===== config.mk =====
export PLATFORM = sky130hd
export DESIGN_NAME = instr_fetch_stage_flat
export DESIGN_NICKNAME = d
export VERILOG_FILES = /design/src/rtl/instr_fetch_stage_pkg.sv /design/src/rtl/instr_fetch_stage_if.sv /design/src/rtl/instr_fetch_stage_skid_buffer.sv /design/src/rtl/instr_fetch_stage.sv /design/src/flat_wrapper.sv
export SDC_FILE = /design/constraint.sdc
export NUM_CORES = 1
export LEC_CHECK = 0
export CAP_MARGIN = 20
export CELL_PAD_IN_SITES_DETAIL_PLACEMENT = 0
export CELL_PAD_IN_SITES_GLOBAL_PLACEMENT = 1
export CORE_ASPECT_RATIO = 0.8
export CORE_MARGIN = 4
export CORE_UTILIZATION = 32
export DETAILED_ROUTE_END_ITERATION = 8
export PLACE_DENSITY_LB_ADDON = 0.1
export SYNTH_ARGS = -nofsm -noshare
export SYNTH_HDL_FRONTEND = slang
export SYNTH_SLANG_ARGS = --single-unit

===== constraint.sdc =====
create_clock -name clk -period 2.4 [get_ports clk]
set_input_delay 0.48 -clock clk [delete_from_list [all_inputs] [get_ports clk]]
set_output_delay 0.48 -clock clk [all_outputs]
set_load 0.005 [all_outputs]

===== src/rtl/instr_fetch_stage_pkg.sv =====
// Shared types and constants for the instruction fetch stage: NOP encoding,
// FSM state encoding, IF/ID entry layout and default reset PC.
package instr_fetch_stage_pkg;

    localparam logic [31:0] NOP_INSTR        = 32'h0000_0000;
    localparam logic [31:0] DEFAULT_RESET_PC = 32'h0000_0000;

    typedef enum logic {
        FETCH = 1'b0,
        HOLD  = 1'b1
    } fetch_state_e;

    typedef struct packed {
        logic [31:0] instr;
        logic [31:0] pc_plus4;
    } ifid_entry_t;

    function automatic logic [31:0] pc_inc(input logic [31:0] pc);
        return pc + 32'd4;
    endfunction

endpackage


===== src/rtl/instr_fetch_stage_if.sv =====
// Instruction-memory request/ready bus between the fetch stage (master)
// and instruction memory (slave).
interface instr_fetch_stage_if;
    logic        imem_req;
    logic [31:0] imem_addr;
    logic        imem_ready;
    logic [31:0] imem_rdata;

    modport master (output imem_req, output imem_addr,
                    input  imem_ready, input imem_rdata);
    modport slave  (input  imem_req, input imem_addr,
                    output imem_ready, output imem_rdata);
endinterface


===== src/rtl/instr_fetch_stage_skid_buffer.sv =====
// One-entry skid buffer holding a fetched instruction and its PC+4 while
// decode is stalled. Clear wins over load, load wins over unload.
module fetch_skid_buffer
    import instr_fetch_stage_pkg::*;
(
    input  logic        clk,
    input  logic        rst,
    input  logic        load,
    input  logic        unload,
    input  logic        clear,
    input  ifid_entry_t din,
    output logic        valid,
    output ifid_entry_t dout
);

    logic        valid_q, valid_d;
    ifid_entry_t data_q, data_d;

    always_comb begin
        valid_d = valid_q;
        data_d  = data_q;
        if (clear) begin
            valid_d = 1'b0;
        end else if (load) begin
            valid_d = 1'b1;
            data_d  = din;
        end else if (unload) begin
            valid_d = 1'b0;
        end
    end

    always_ff @(posedge clk) begin
        if (rst) begin
            valid_q <= 1'b0;
            data_q  <= '0;
        end else begin
            valid_q <= valid_d;
            data_q  <= data_d;
        end
    end

    assign valid = valid_q;
    assign dout  = data_q;

endmodule


===== src/rtl/instr_fetch_stage.sv =====
// Fetch stage: PC, fetch FSM and IF/ID register with skid buffer and redirect.
// Optional macro DELAY_SLOT_EN keeps a valid IF/ID instruction across a redirect.
//
// state | meaning
// FETCH | request issued every cycle at pc; transfers go to IF/ID or skid
// HOLD  | skid holds a word, no request until IF/ID accepts it
module instr_fetch_stage
    import instr_fetch_stage_pkg::*;
#(
    parameter logic [31:0] RESET_PC = DEFAULT_RESET_PC
)
(
    input  logic                       clk,
    input  logic                       rst,
    instr_fetch_stage_if.master        imem,
    input  logic                       id_stall,
    input  logic                       redirect_valid,
    input  logic [31:0]                redirect_pc,
    output logic                       id_valid,
    output logic [31:0]                id_instr,
    output logic [31:0]                id_pc_plus4,
    output logic [15:0]                id_imm16
);

    fetch_state_e state_q, state_d;
    logic [31:0]  pc_q, pc_d;
    logic         id_valid_q, id_valid_d;
    logic [31:0]  id_instr_q, id_instr_d;
    logic [31:0]  id_pc_plus4_q, id_pc_plus4_d;

    logic         skid_load, skid_unload, skid_clear, skid_valid;
    ifid_entry_t  skid_din, skid_dout;
    logic         transfer, accept;
    logic [31:0]  pc_plus4;
    logic         unused_rpc_bits;

    assign unused_rpc_bits = ^redirect_pc[1:0];

    // Request is gated by rst so a reset abandons any outstanding request.
    assign imem.imem_req  = (state_q == FETCH) && !rst;
    assign imem.imem_addr = pc_q;

    assign transfer = imem.imem_req && imem.imem_ready;
    assign accept   = !id_valid_q || !id_stall;
    assign pc_plus4 = pc_inc(pc_q);
    assign skid_din = '{instr: imem.imem_rdata, pc_plus4: pc_plus4};

    always_comb begin
        state_d       = state_q;
        pc_d          = pc_q;
        id_valid_d    = id_valid_q;
        id_instr_d    = id_instr_q;
        id_pc_plus4_d = id_pc_plus4_q;
        skid_load     = 1'b0;
        skid_unload   = 1'b0;
        skid_clear    = 1'b0;

        if (redirect_valid) begin
            pc_d       = {redirect_pc[31:2], 2'b00};
            state_d    = FETCH;
            skid_clear = 1'b1;
`ifdef DELAY_SLOT_EN
            // The delay-slot instruction leaves IF/ID only when decode takes it.
            if (accept) begin
                id_valid_d = 1'b0;
            end
`else
            id_valid_d = 1'b0;
            id_instr_d = NOP_INSTR;
`endif
        end else begin
            unique case (state_q)
                FETCH: begin
                    if (transfer) begin
                        pc_d = pc_plus4;
                        if (accept) begin
                            id_valid_d    = 1'b1;
                            id_instr_d    = imem.imem_rdata;
                            id_pc_plus4_d = pc_plus4;
                        end else begin
                            skid_load = 1'b1;
                            state_d   = HOLD;
                        end
                    end else if (accept) begin
                        id_valid_d = 1'b0;
                    end
                end
                HOLD: begin
                    if (accept) begin
                        id_valid_d    = 1'b1;
                        id_instr_d    = skid_dout.instr;
                        id_pc_plus4_d = skid_dout.pc_plus4;
                        skid_unload   = 1'b1;
                        state_d       = FETCH;
                    end
                end
            endcase
        end
    end

    always_ff @(posedge clk) begin
        if (rst) begin
            state_q       <= FETCH;
            pc_q          <= RESET_PC;
            id_valid_q    <= 1'b0;
            id_instr_q    <= NOP_INSTR;
            id_pc_plus4_q <= 32'h0000_0000;
        end else begin
            state_q       <= state_d;
            pc_q          <= pc_d;
            id_valid_q    <= id_valid_d;
            id_instr_q    <= id_instr_d;
            id_pc_plus4_q <= id_pc_plus4_d;
        end
    end

    fetch_skid_buffer u_skid (
        .clk    (clk),
        .rst    (rst),
        .load   (skid_load),
        .unload (skid_unload),
        .clear  (skid_clear),
        .din    (skid_din),
        .valid  (skid_valid),
        .dout   (skid_dout)
    );

    assign id_valid    = id_valid_q;
    assign id_instr    = id_instr_q;
    assign id_pc_plus4 = id_pc_plus4_q;
    assign id_imm16    = id_instr_q[15:0];

endmodule


===== src/flat_wrapper.sv =====
// flat-port wrapper written by rule: the top's interface ports become plain ports
module instr_fetch_stage_flat import instr_fetch_stage_pkg::*;
#(
    parameter logic [31:0] RESET_PC = DEFAULT_RESET_PC
)
  (clk, rst, id_stall, redirect_valid, redirect_pc, id_valid, id_instr, id_pc_plus4, id_imm16, imem_imem_req, imem_imem_addr, imem_imem_ready, imem_imem_rdata);
  instr_fetch_stage_if imem_i ();
  input  logic clk;
  input  logic rst;
  input  logic id_stall;
  input  logic redirect_valid;
  input  logic [31:0] redirect_pc;
  output logic id_valid;
  output logic [31:0] id_instr;
  output logic [31:0] id_pc_plus4;
  output logic [15:0] id_imm16;
  output wire logic [$bits(imem_i.imem_req)-1:0] imem_imem_req;
  output wire logic [$bits(imem_i.imem_addr)-1:0] imem_imem_addr;
  input wire logic [$bits(imem_i.imem_ready)-1:0] imem_imem_ready;
  input wire logic [$bits(imem_i.imem_rdata)-1:0] imem_imem_rdata;
  assign imem_imem_req = imem_i.imem_req;
  assign imem_imem_addr = imem_i.imem_addr;
  assign imem_i.imem_ready = imem_imem_ready;
  assign imem_i.imem_rdata = imem_imem_rdata;
  instr_fetch_stage #(.RESET_PC(RESET_PC)) u_core (.clk(clk), .rst(rst), .imem(imem_i), .id_stall(id_stall), .redirect_valid(redirect_valid), .redirect_pc(redirect_pc), .id_valid(id_valid), .id_instr(id_instr), .id_pc_plus4(id_pc_plus4), .id_imm16(id_imm16));
endmodule

==> qor.csv <==
metric,value,unit
critical_path.max_fanout,7,
setup_viol,0,
dp_hpwl,15.5,mm
required,2.68,ns
relSlewSlack,64.8,%
syn_inst,855,
avgSynthCellArea,8.31,um^2
totalPowerFinal,6190,uW
critPathKind,reg2reg,
cts_sinks,156,
synth_seq_area_share,44.0,%
drt-vias-per-instance,4.84,
routedWlPerCell,16.5,um
worstHoldPathCells,2,
tritoncts,yes,
gp_congestion,0.798,
holdWs,0.452,ns
cellLeakagePower,0.00345,uW
vias,6451,
hold_path.class,reg2reg,
die_h,141,um
clock_skew,0.0104,ns
reg2reg_depth,6,
startpoint,u_core.imem.imem_addr[3],
io_buffers,176,
drc_errors,0,
synth-main-ff-cell,dfxtp_1,
setup.worst_path.start_class,flop,
finish.utilization,46.2,%
min_period,2.24,ns
ant_nets,0,
die-width,175,um
fin_nets,1090,
diodes,0,
r2r_setup_slack,0.16,ns
synth_cell_types,46,
layout_commonest_cell,clkdlybuf4s50_1,
slew_violations,0,
hold_buffers,0,
hold_viol,0,
grt_max_degree,70,
syn2layout_area_growth,40.8,%
rows,48,
grtUsageTotal,17.9,%
async_flop_share,0,%
syn_area,7110,um^2
ir_worst_vdd,0.000414,V
initial_core_util,32.8,%
r2r-start,u_core.imem.imem_addr[3],
clk-insertion-delay-late,0.42,ns
ioPinCount,183,
n_fill_cell,2153,
rsz0062_at_grt,false,
drive_above_1_share,10.3,%
synth_edf_count,0,
drt_iter0_drc,398,
reg2reg_to,u_core.id_pc_plus4[22],
worst_pin_slew,0.524,ns
layout_common_cells,"clkdlybuf4s50_1, dfxtp_1, nand2_1",
path_clk_slew,0.06,ns
drt-pass1-iter-count,4,
routed_wl,22.0,mm
core_area,21700,um^2
grt_pass1_vias,6179,
final.period_utilization,93.1,%
grt_pass1_wl,35.3,mm
cap_violations,0,
antenna_found_initial,0,
ctsRootBufferMaster,clkbuf_16,
ys_seq_elements,156,
status,"complete, no violations",
hold_path.startpoint,u_core.id_pc_plus4[2],
h-tree-depth,4,
arrival,2.52,ns
overflow,0,
fmax,447,MHz
synth.yosys.warnings,0,
endpoint_kind,flop,
die_area,24700,um^2
whs_endpoint,u_core.id_pc_plus4[2],
power.density,619,nW/um^2
cts_buffers,17,
clockBufferDepth,2,
## worst max-delay path by stage
| stage | to | cells past startpoint | slack, ns |
|---|---|---|---|
| 5_1_grt | u_core.u_skid.dout[12] | 7 | 0.07 |
| 4_1_cts | u_core.id_pc_plus4[12] | 8 | 0.003 |
| 3_5_place_dp | u_core.imem.imem_addr[31] | 6 | -0.33 |
| 2_1_floorplan | u_core.u_skid.dout[10] | 7 | 0.04 |
| 6_report | u_core.id_pc_plus4[22] | 6 | 0.16 |
| 3_3_place_gp | u_core.imem.imem_addr[29] | 6 | -0.30 |
## registers in the layout, indices dropped and copies added, names as in the netlist
register	flops
u_core.imem.imem_addr	30
u_core.u_skid.dout	62
u_core.state_q	1
u_core.id_valid	1
u_core.id_pc_plus4	30
u_core.id_instr	32
## cells by family after synthesis
kind of cell | count (synthesis) | synth area share, %
fa+ha+maj | 1 | 0.176
xor+xnor | 50 | 6.16
mux | 35 | 4.93
simple gates | 313 | 20.5
compound gates | 201 | 17.6
buf+inv | 98 | 6.57
flops | 156 | 44.0
other cells | 1 | 0.0528
## critical path, cell delays in order, from the launching register on
cell	delay, ns
dfxtp_1	0.41
ha_1	0.20
nand3_1	0.12
or4_1	0.65
o31a_1	0.36
o21ai_0	0.25
a31oi_1	0.12
## synthesized netlist by cell type (4+ instances only)
library cell	number	share of area, %
dfxtp_1	156	44
nand2_1	119	6.3
nor2_1	84	4.4
a21oi_1	72	5.1
a211oi_1	61	6.4
clkbuf_1	55	2.9
mux2i_1	35	4.9
o21ai_0	29	2.0
xnor2_1	28	3.5
xor2_1	22	2.7
nand3_1	21	1.5
buf_4	20	2.1
and3_1	17	1.5
nand4_1	15	1.3
nor3_1	15	1.1
nor4_1	11	0.97
o22ai_1	9	0.79
buf_1	8	0.42
or3_1	8	0.70
a31oi_1	7	0.62
and4_1	7	0.86
inv_1	6	0.32
o211ai_1	6	0.63
buf_2	5	0.35
nor4_2	5	0.88
a21o_1	4	0.42
a311oi_1	4	0.49
## cell type report
type	count	area, um^2	area share [%]
clock buffer	17	425	4.25
timing repair buffer	235	2310	23.1
sequential	156	3130	31.2
tap	300	375	3.75
clock inverter	15	179	1.79
inverter	6	22.5	0.225
multi-input combinational	604	3560	35.6
## where the power goes
part	leakage (uW)	switching, uW	internal [uW]	total (uW)
clock network	0.000294	1190	1570	2760
registers	0.00127	70.7	2660	2730
logic	0.00188	324	375	699
total	0.00345	1580	4610	6190
## routing by layer
| layer | GRT usage, % | up-vias | part of all wire, % |
|---|---|---|---|
| li1 | - | 3332 | - |
| met1 | 27.6 | 2954 | 53 |
| met2 | 25.2 | 156 | 41 |
| met3 | 4.42 | 9 | 5.3 |
| met4 | 3.31 | 0 | 0.66 |
| met5 | 0 | - | 0 |
## metrics by stage
stage	TNS [ns]	setup slack, ns	std cells	area, um^2
CTS	0	0.00257	1333	9980
global route	0	0.0664	1333	10000
finish	0	0.165	1333	10000
floorplan	0	0.0446	858	7120
global placement	-11.70	-0.300	1301	9370
detailed placement	-13.11	-0.330	1301	9370
## timing repair
item	CTS	global route
resized for setup	0	6
setup buffers	0	0
endpoints found under the setup margin	0	6
Power figures use the tool's default switching activity.
